**src/rtl/reg_bank_pkg.sv**
```systemverilog
// rtl/reg_bank_pkg.sv - operation encodings and helpers for the register bank
package reg_bank_pkg;

  localparam logic [2:0] OP_NOP  = 3'b000;
  localparam logic [2:0] OP_LOAD = 3'b001;
  localparam logic [2:0] OP_INC  = 3'b010;
  localparam logic [2:0] OP_DEC  = 3'b011;
  localparam logic [2:0] OP_SHL  = 3'b100;
  localparam logic [2:0] OP_SHR  = 3'b101;
  localparam logic [2:0] OP_CLR1 = 3'b110;
  localparam logic [2:0] OP_RSVD = 3'b111;

  // Everything except NOP and the reserved code updates a register and the flags.
  function automatic logic op_writes(input logic [2:0] op);
    return (op != OP_NOP) && (op != OP_RSVD);
  endfunction

endpackage

```
**src/rtl/reg_bank_op_unit.sv**
```systemverilog
// rtl/reg_bank_op_unit.sv - combinational next-value and carry for one register op
module reg_bank_op_unit
  import reg_bank_pkg::*;
#(
  parameter int WIDTH = 8
) (
  input  logic [WIDTH-1:0] old_val,
  input  logic [2:0]       op,
  input  logic [WIDTH-1:0] d,
  input  logic             sin,
  output logic [WIDTH-1:0] new_val,
  output logic             carry,
  output logic             we
);

  logic [WIDTH:0] sum_ext;
  logic [WIDTH:0] diff_ext;

  // The extra top bit is the carry out of INC and the borrow out of DEC.
  assign sum_ext  = {1'b0, old_val} + (WIDTH+1)'(1);
  assign diff_ext = {1'b0, old_val} - (WIDTH+1)'(1);

  always_comb begin
    new_val = old_val;
    carry   = 1'b0;
    we      = op_writes(op);
    case (op)
      OP_LOAD: new_val = d;
      OP_INC: begin
        new_val = sum_ext[WIDTH-1:0];
        carry   = sum_ext[WIDTH];
      end
      OP_DEC: begin
        new_val = diff_ext[WIDTH-1:0];
        carry   = diff_ext[WIDTH];
      end
      OP_SHL: begin
        new_val = {old_val[WIDTH-2:0], sin};
        carry   = old_val[WIDTH-1];
      end
      OP_SHR: begin
        new_val = {sin, old_val[WIDTH-1:1]};
        carry   = old_val[0];
      end
      OP_CLR1: new_val = '0;
      default: new_val = old_val;
    endcase
  end

endmodule

```
**src/rtl/reg_bank_param.sv**
```systemverilog
// rtl/reg_bank_param.sv - register bank with one op/write port, two read ports and flags
module reg_bank_param
  import reg_bank_pkg::*;
#(
  parameter  int WIDTH = 8,
  parameter  int DEPTH = 4,
  localparam int AW    = $clog2(DEPTH)
) (
  input  logic             CLK,
  input  logic             CLR_n,
  input  logic [2:0]       OP,
  input  logic [AW-1:0]    WSEL,
  input  logic [WIDTH-1:0] D,
  input  logic             SIN,
  input  logic [AW-1:0]    RSEL_A,
  input  logic             OE_A_n,
  output logic [WIDTH-1:0] Q_A,
  output logic             DRV_A,
  input  logic [AW-1:0]    RSEL_B,
  output logic [WIDTH-1:0] Q_B,
  output logic             CARRY,
  output logic             ZERO
);

  logic [WIDTH-1:0] regs [DEPTH];
  logic [WIDTH-1:0] new_val;
  logic             new_carry;
  logic             we;

  reg_bank_op_unit #(.WIDTH(WIDTH)) u_op (
    .old_val (regs[WSEL]),
    .op      (OP),
    .d       (D),
    .sin     (SIN),
    .new_val (new_val),
    .carry   (new_carry),
    .we      (we)
  );

  always_ff @(posedge CLK) begin
    if (!CLR_n) begin
      for (int i = 0; i < DEPTH; i++) regs[i] <= '0;
      CARRY <= 1'b0;
      ZERO  <= 1'b1;
    end else if (we) begin
      regs[WSEL] <= new_val;
      CARRY      <= new_carry;
      ZERO       <= (new_val == '0);
    end
  end

  // Reads come straight from storage; a same-cycle write is not forwarded.
  assign Q_A   = OE_A_n ? '0 : regs[RSEL_A];
  assign DRV_A = ~OE_A_n;
  assign Q_B   = regs[RSEL_B];

endmodule

```
**config.mk**
```make
export PLATFORM = sky130hd
export DESIGN_NAME = reg_bank_param
export DESIGN_NICKNAME = d
export VERILOG_FILES = /design/src/rtl/reg_bank_pkg.sv /design/src/rtl/reg_bank_op_unit.sv /design/src/rtl/reg_bank_param.sv
export SDC_FILE = /design/constraint.sdc
export NUM_CORES = 1
export LEC_CHECK = 0
export BUFFER_PORTS_ARGS = -buffer_cell sky130_fd_sc_hd__clkbuf_2
export CORE_ASPECT_RATIO = 1.4
export CORE_MARGIN = 1.5
export CORE_UTILIZATION = 35
export DETAILED_ROUTE_END_ITERATION = 10
export HOLD_SLACK_MARGIN = 0.08
export PLACE_DENSITY_LB_ADDON = 0.3
export SYNTH_ARGS = -nofsm -noshare
export SYNTH_HDL_FRONTEND = slang
export SYNTH_HIERARCHICAL = 1
export SYNTH_SLANG_ARGS = --single-unit
```
**constraint.sdc**
```tcl
create_clock -name CLK -period 4 [get_ports CLK]
set_input_delay 0.8 -clock CLK [delete_from_list [all_inputs] [get_ports CLK]]
set_output_delay 0.8 -clock CLK [all_outputs]
set_load 0.005 [all_outputs]
```
==> results of run 1 <==
[metal layers]
| layer | global-route usage | up-vias |
|---|---|---|
| met1 | 0.201 | 1049 |
| met2 | 0.313 | 63 |
| met5 | 0 | - |
| li1 | - | 1004 |
| met4 | 0.0649 | 0 |
| met3 | 0.0179 | 12 |
[metrics by stage]
| stage | total power, µW | hold slack [ns] | utilization | instance area, µm² |
|---|---|---|---|---|
| global route | 988 | 0.574 | 0.405 | 3000 |
| detailed placement | 717 | 0.490 | 0.395 | 2930 |
| finish | 941 | 0.509 | 0.405 | 3000 |
| CTS | 949 | 0.520 | 0.405 | 3000 |
| floorplan | 637 | 0.485 | - | 2700 |
| global placement | 714 | 0.490 | 0.395 | 2930 |
[placed cells by master (no fill, tap or decap), drive strengths merged, types with 2 or more instances in the layout]
master and n:
o211ai 3, dfxtp 2, xnor2 3, nand2b 11, ha 2, a21o 2, o22ai 6, nand3 5
inv 8, a21oi 13, mux2i 4, a22o 2, nor4 5, buf 2, and4b 2, and3 10
o21a 4, and2 33, nor3 3, edfxtp 32, o21ai 8, nor2b 4, clkbuf 46, o2bb2ai 2
nand2 8, mux4 24, nor2 18, a211o 2, a222oi 2
[state kept, by name, indices dropped and copies added (netlist names)]
name,flops
CARRY,1
regs,32
ZERO,1
[cells by family after synthesis]
logic type | Yosys count | share of synthesized area
fa+ha+maj | 2 | 0.00927
flops | 34 | 0.371
simple gates | 105 | 0.225
xor+xnor | 3 | 0.00973
buf+inv | 29 | 0.0500
mux | 28 | 0.215
compound gates | 49 | 0.120
[path summary, 6_finish.rpt]
check	start	to	slack, ns	cells after the start
worst max-delay path	WSEL[0]	ZERO	0.59	11
worst min-delay path	CARRY	CARRY	0.51	2
worst max register to register	regs[3][0]	ZERO	0.91	10
worst min register to register	CARRY	CARRY	0.51	2
[tightest hold or removal path, cell delays in order, from the launching register on]
cell	delay [ns]
dfxtp_1	0.33
mux2i_1	0.07
nor2_1	0.08
[layout make-up]
type | count | area share
sequential | 34 | 0.333
inverter | 8 | 0.0100
tap | 97 | 0.0404
clock buffer | 7 | 0.0254
timing repair buffer | 41 | 0.0700
multi-input combinational | 187 | 0.521
[power by group]
| group | switching (µW) | internal [µW] | total, µW |
|---|---|---|---|
| logic | 151 | 122 | 273 |
| clock network | 110 | 120 | 230 |
| registers | 18.9 | 419 | 438 |
==> summary.md, run 1 <==
| Metric | Value |
|---|---|
| Yosys top cell area share | 0.356 |
| Die Wd | 77.2 µm |
| Mapped Avg Cell Area | between 10 and 15 µm² |
| Crit Path Category | input pin to flop |
| Pleak | between 0.001 and 0.0015 µW |
| Crit path required time | approximately 4.2 ns |
| Layout Cells excl Fill | 374 |
| Number of global-route vias before repair | between 2k and 2.5k |
| H-tree Lvls | 2 |
| Yosys reg bits | 34 |
| Post-route DRC | 0 |
| Clk buf depth | 2 |
| Final nets | 300 |
| Hold buffer count at cts | 0 |
| Slowest library cell on the worst path | mux4_2 |
| CTS buffer count | 5 |
| Critical path buffers and inverters | 2 |
| Register area | 1000 µm² |
| Async set-reset flop share out of synthesis | 0 |
| # placed instances | 367 |
| Critical Path Sink Type | flop |
| Diode count | 0 |
| Die H | 107 µm |
| Final WS setup | 0.589 ns |
| Count of final hold-check violations | 0 |
| Synth warn | 6 |
| Fin. max-slew vios | 0 |
| Register area share after synthesis | 0.371 |
| Antenna-violating nets left | 0 |
| PostCTS Resize Cnt | 0 |
| Clk root buf | clkbuf_8 |
| Antenna violations before repair | 0 |
| Type of the worst min-delay path | flop to flop |
| Share of layout cells above drive strength 1 | 0.271 |
| Max cap viols | 0 |
| Data arrival, critical path | 3.63 ns |
| Die area | a little over 8000 µm² |
| Syn_nets | 273 |
| Max layer used | met4 |
| Dominant cell type by area after synthesis | edfxtp_1 |
| Initial drt markers | between 90 and 100 |
| RSZ-0062 raised after global routing | false |
| Starting Density | 0.365 |
| Port Buffer Count | 39 |
| Largest net degree at the start of global routing | 26 |
| Post-synth EDFFs | 32 |
| CP top delay family | compound AO/OA/AOI/OAI gates |
| Slew @ Worst Pin | between 0.5 and 0.6 ns |
| Fill cell count | about 750 |
| # IOs | 40 |
| Synth top area cells | edfxtp_1 36%, mux4_2 20%, and2_1 7.6%, nand2b_1 2.5%, nor2_1 2.5% |
| Pwr per Cell Area | between 300 and 400 nW/µm² |
| Ys flop type | edfxtp_1 |
| TNS Setup | 0 ns |
| Cell Chain, Critical Path | clkbuf_2, mux4_2, inv_1, ha_1, or3b_1, o31a_2, o21ai_0, o211ai_1, o21a_1, nor4_1, a311o_1 |
| Commonest cells in the synthesized netlist | 33 x and2_1, 32 x edfxtp_1, 24 x mux4_2 |
| P&R area growth vs syn | 11.2% |
| Final cycle utilization of the critical path | 0.853 |
| Total core area | about 7400 µm² |
| Detailed Route WL | slightly below 7000 µm |
| FP Rows | 37 |
| Count leader, synth | and2_1 |
| Slew HR | 0.649 |
| First-pass GRT wire length | roughly 11000 µm |
| Drt wl/cell | 18.3 µm |
| Postcts setup bufs | 0 |
| Clk pin slew, worst setup/hold paths | ~0.060 ns |
| WL met1 | approximately 2700 µm |
| Sink Count | 34 |
| Metal2 WL | about 3700 µm |
| Final setup vio count | 0 |
| CP startpoint kind | input pin |
| Gpl congestion | ~0.92 |
| Max FO, Critical Path | 8 |
| Status | finished, final reports clean |
| Total number of vias | between 2k and 2.5k |
| Worst Setup Slack post-DPL | roughly 0.33 ns |
| DR WL met3 | a little under 300 µm |
| Multi-input logic area | roughly 1600 µm² |
| DPL Wire Length | about 5400 µm |
| GRT overflow | 0 |
| Achievable Freq | between 200 and 300 MHz |
| Clk Latency, worst-skew pair | around 0.28 ns |
| Number of vias per cell | between 5 and 6 |
| VDD IR max | ~160 µV |
| CTS tree | built |
| Worst path max stage delay | ~0.62 ns |
| Post-Syn Area | about 2700 µm² |
| Yosys cell types | 45 |
| TritonRoute pass-1 iters | 4 |
| Overall Global Routing Usage | 0.170 |
| Setup Skew | just under 0.004 ns |
| Crit path time final | around 3.4 ns |
| Syn Inst Count | 250 |
(Power assumes the default switching activity.)
==> run 2: changes to the inputs <==
CORE_UTILIZATION = 46   (was 35)
==> run 2 against run 1 <==
- clock skew rose by 0.0050 ns
- setup slack improved by 0.055 ns
- largest cell class unchanged
- utilization rose by 12 points
- highest routed layer unchanged
- total power rose by 0.51%
==> summary.md, run 2 (synthesis results as in run 1) <==
| Metric | Value |
|---|---|
| Crit path time final | ~3.4 ns |
| Fill cell count | 519 |
| Total core area | around 5600 µm² |
| Number of global-route vias before repair | 2111 |
| Max cap viols | 0 |
| Count of final hold-check violations | 0 |
| Placed Area | roughly 2900 µm² |
| Type of the worst min-delay path | flop to flop |
| Max reg flops | 32 |
| Largest regs | regs (32), CARRY (1), ZERO (1) |
| Overall Global Routing Usage | 0.217 |
| Data arrival, critical path | approximately 3.6 ns |
| GRT overflow | 0 |
| Antenna-violating nets left | 0 |
| WHS | ~0.5 ns |
| Crit Path Category | input pin to flop |
| Most common cell after layout, fill and taps aside | clkbuf_2 |
| Postcts setup bufs | 0 |
| Fin. max-slew vios | 0 |
| Post-route cell area | 2970 µm² |
| CP startpoint kind | input pin |
| Crit path required time | between 4 and 5 ns |
| Max FO, Critical Path | 7 |
| Final setup vio count | 0 |
| CTS buffer count | 5 |
| Critical Path Sink Type | flop |
| Status | finished, final reports clean |
| P&R area growth vs syn | 10.1% |
| Share of layout cells above drive strength 1 | 0.273 |
| Clk Latency, worst-skew pair | about 0.28 ns |
| DPL Wire Length | about 5100 µm |
| Final nets | 300 |
| Antenna violations before repair | 0 |
| Gpl congestion | about 0.85 |
| Achievable Freq | 298 MHz |
| Largest net degree at the start of global routing | 26 |
| Biggest register | regs |
| First-pass GRT wire length | 10100 µm |
| Die area | between 6000 and 7000 µm² |
| Slew @ Worst Pin | 0.507 ns |
| H-tree Lvls | 2 |
| # IOs | 40 |
| Most frequent cells in the layout | 39 x clkbuf_2, 33 x and2_1, 32 x edfxtp_1 |
| FP Rows | 32 |
| Sink Count | 34 |
| Diode count | 0 |
| PostCTS Resize Cnt | 0 |
| TritonRoute pass-1 iters | 4 |
| Total number of vias | roughly 2.1k |
| TNS Setup | 0 ns |
| Detailed Route WL | ~6400 µm |
| Drt wl/cell | approximately 19 µm |
| VDD IR max | around 220 µV |
| Clk root buf | clkbuf_8 |
| Initial drt markers | between 150 and 200 |
| Pwr per Cell Area | 318 nW/µm² |
| Die H | approximately 94 µm |
| Number of vias per cell | between 6 and 7 |
| Final cycle utilization of the critical path | 0.839 |
| Post-route DRC | 0 |
| Slew HR | 0.659 |
| Worst Setup Slack post-DPL | roughly 0.36 ns |
| CTS tree | built |
| RSZ-0062 raised after global routing | false |
| Setup Skew | approximately 0.0089 ns |
| Final WS setup | about 0.64 ns |
| Pleak | around 0.0012 µW |
| Starting Density | 0.482 |
| Clk buf depth | 2 |
| Port Buffer Count | 39 |
| Clk pin slew, worst setup/hold paths | roughly 0.070 ns |
| Die Wd | 67.8 µm |
| Hold buffer count at cts | 0 |
run 2: cell types whose count changed in the layout (fill, tap and decap cells not counted), sizes merged:
| cell | previous run | this run |
|---|---|---|
| clkbuf | 46 | 45 |
| clkinv | 0 | 2 |
run 2: final cells by class:
type / instances / area, µm² / area share
multi-input cells: 187 / 1560 / 0.526
flip-flops and latches: 34 / 1000 / 0.337
repair buffers: 41 / 210 / 0.0707
well taps: 68 / 85.1 / 0.0286
clock buffers: 6 / 72.6 / 0.0244
inverters: 8 / 30.0 / 0.0101
clock inverters: 2 / 8.76 / 0.00295
run 2: power by group:
| part | leakage (µW) | total (µW) | internal, µW | switching [µW] |
|---|---|---|---|---|
| Sequential | 0.000352 | 437 | 419 | 17.8 |
| Combinational | 0.000786 | 269 | 122 | 147 |
| Clock | 0.0000426 | 239 | 120 | 120 |
run 2: worst max-delay path, stage by stage:
cell	delay [ns]
clkbuf_2	0.16
mux4_2	0.61
inv_1	0.14
ha_1	0.20
or3b_1	0.40
o31a_2	0.29
o21ai_0	0.17
o211ai_1	0.12
o21a_1	0.16
nor4_1	0.32
a311o_1	0.20
run 2: layer usage:
layer  track usage  wire length [µm]
met1         0.251              2430
met2         0.380              3470
met3        0.0348               366
met4         0.100               156
met5             0                 0
run 2: worst paths after layout:
path                            startpoint    end  slack (ns)  cells past startpoint
worst max-delay path               WSEL[0]   ZERO        0.64                     11
worst min-delay path                 CARRY  CARRY        0.51                      2
worst max register to register  regs[3][0]   ZERO        0.93                     10
worst min register to register       CARRY  CARRY        0.51                      2
run 2: stage by stage:
stage,cells,util,power [µW]
after floorplan,250,-,637
after global placement,338,0.516,709
after detailed placement,338,0.516,713
after CTS,346,0.530,949
after global routing,346,0.530,991
final,346,0.530,946
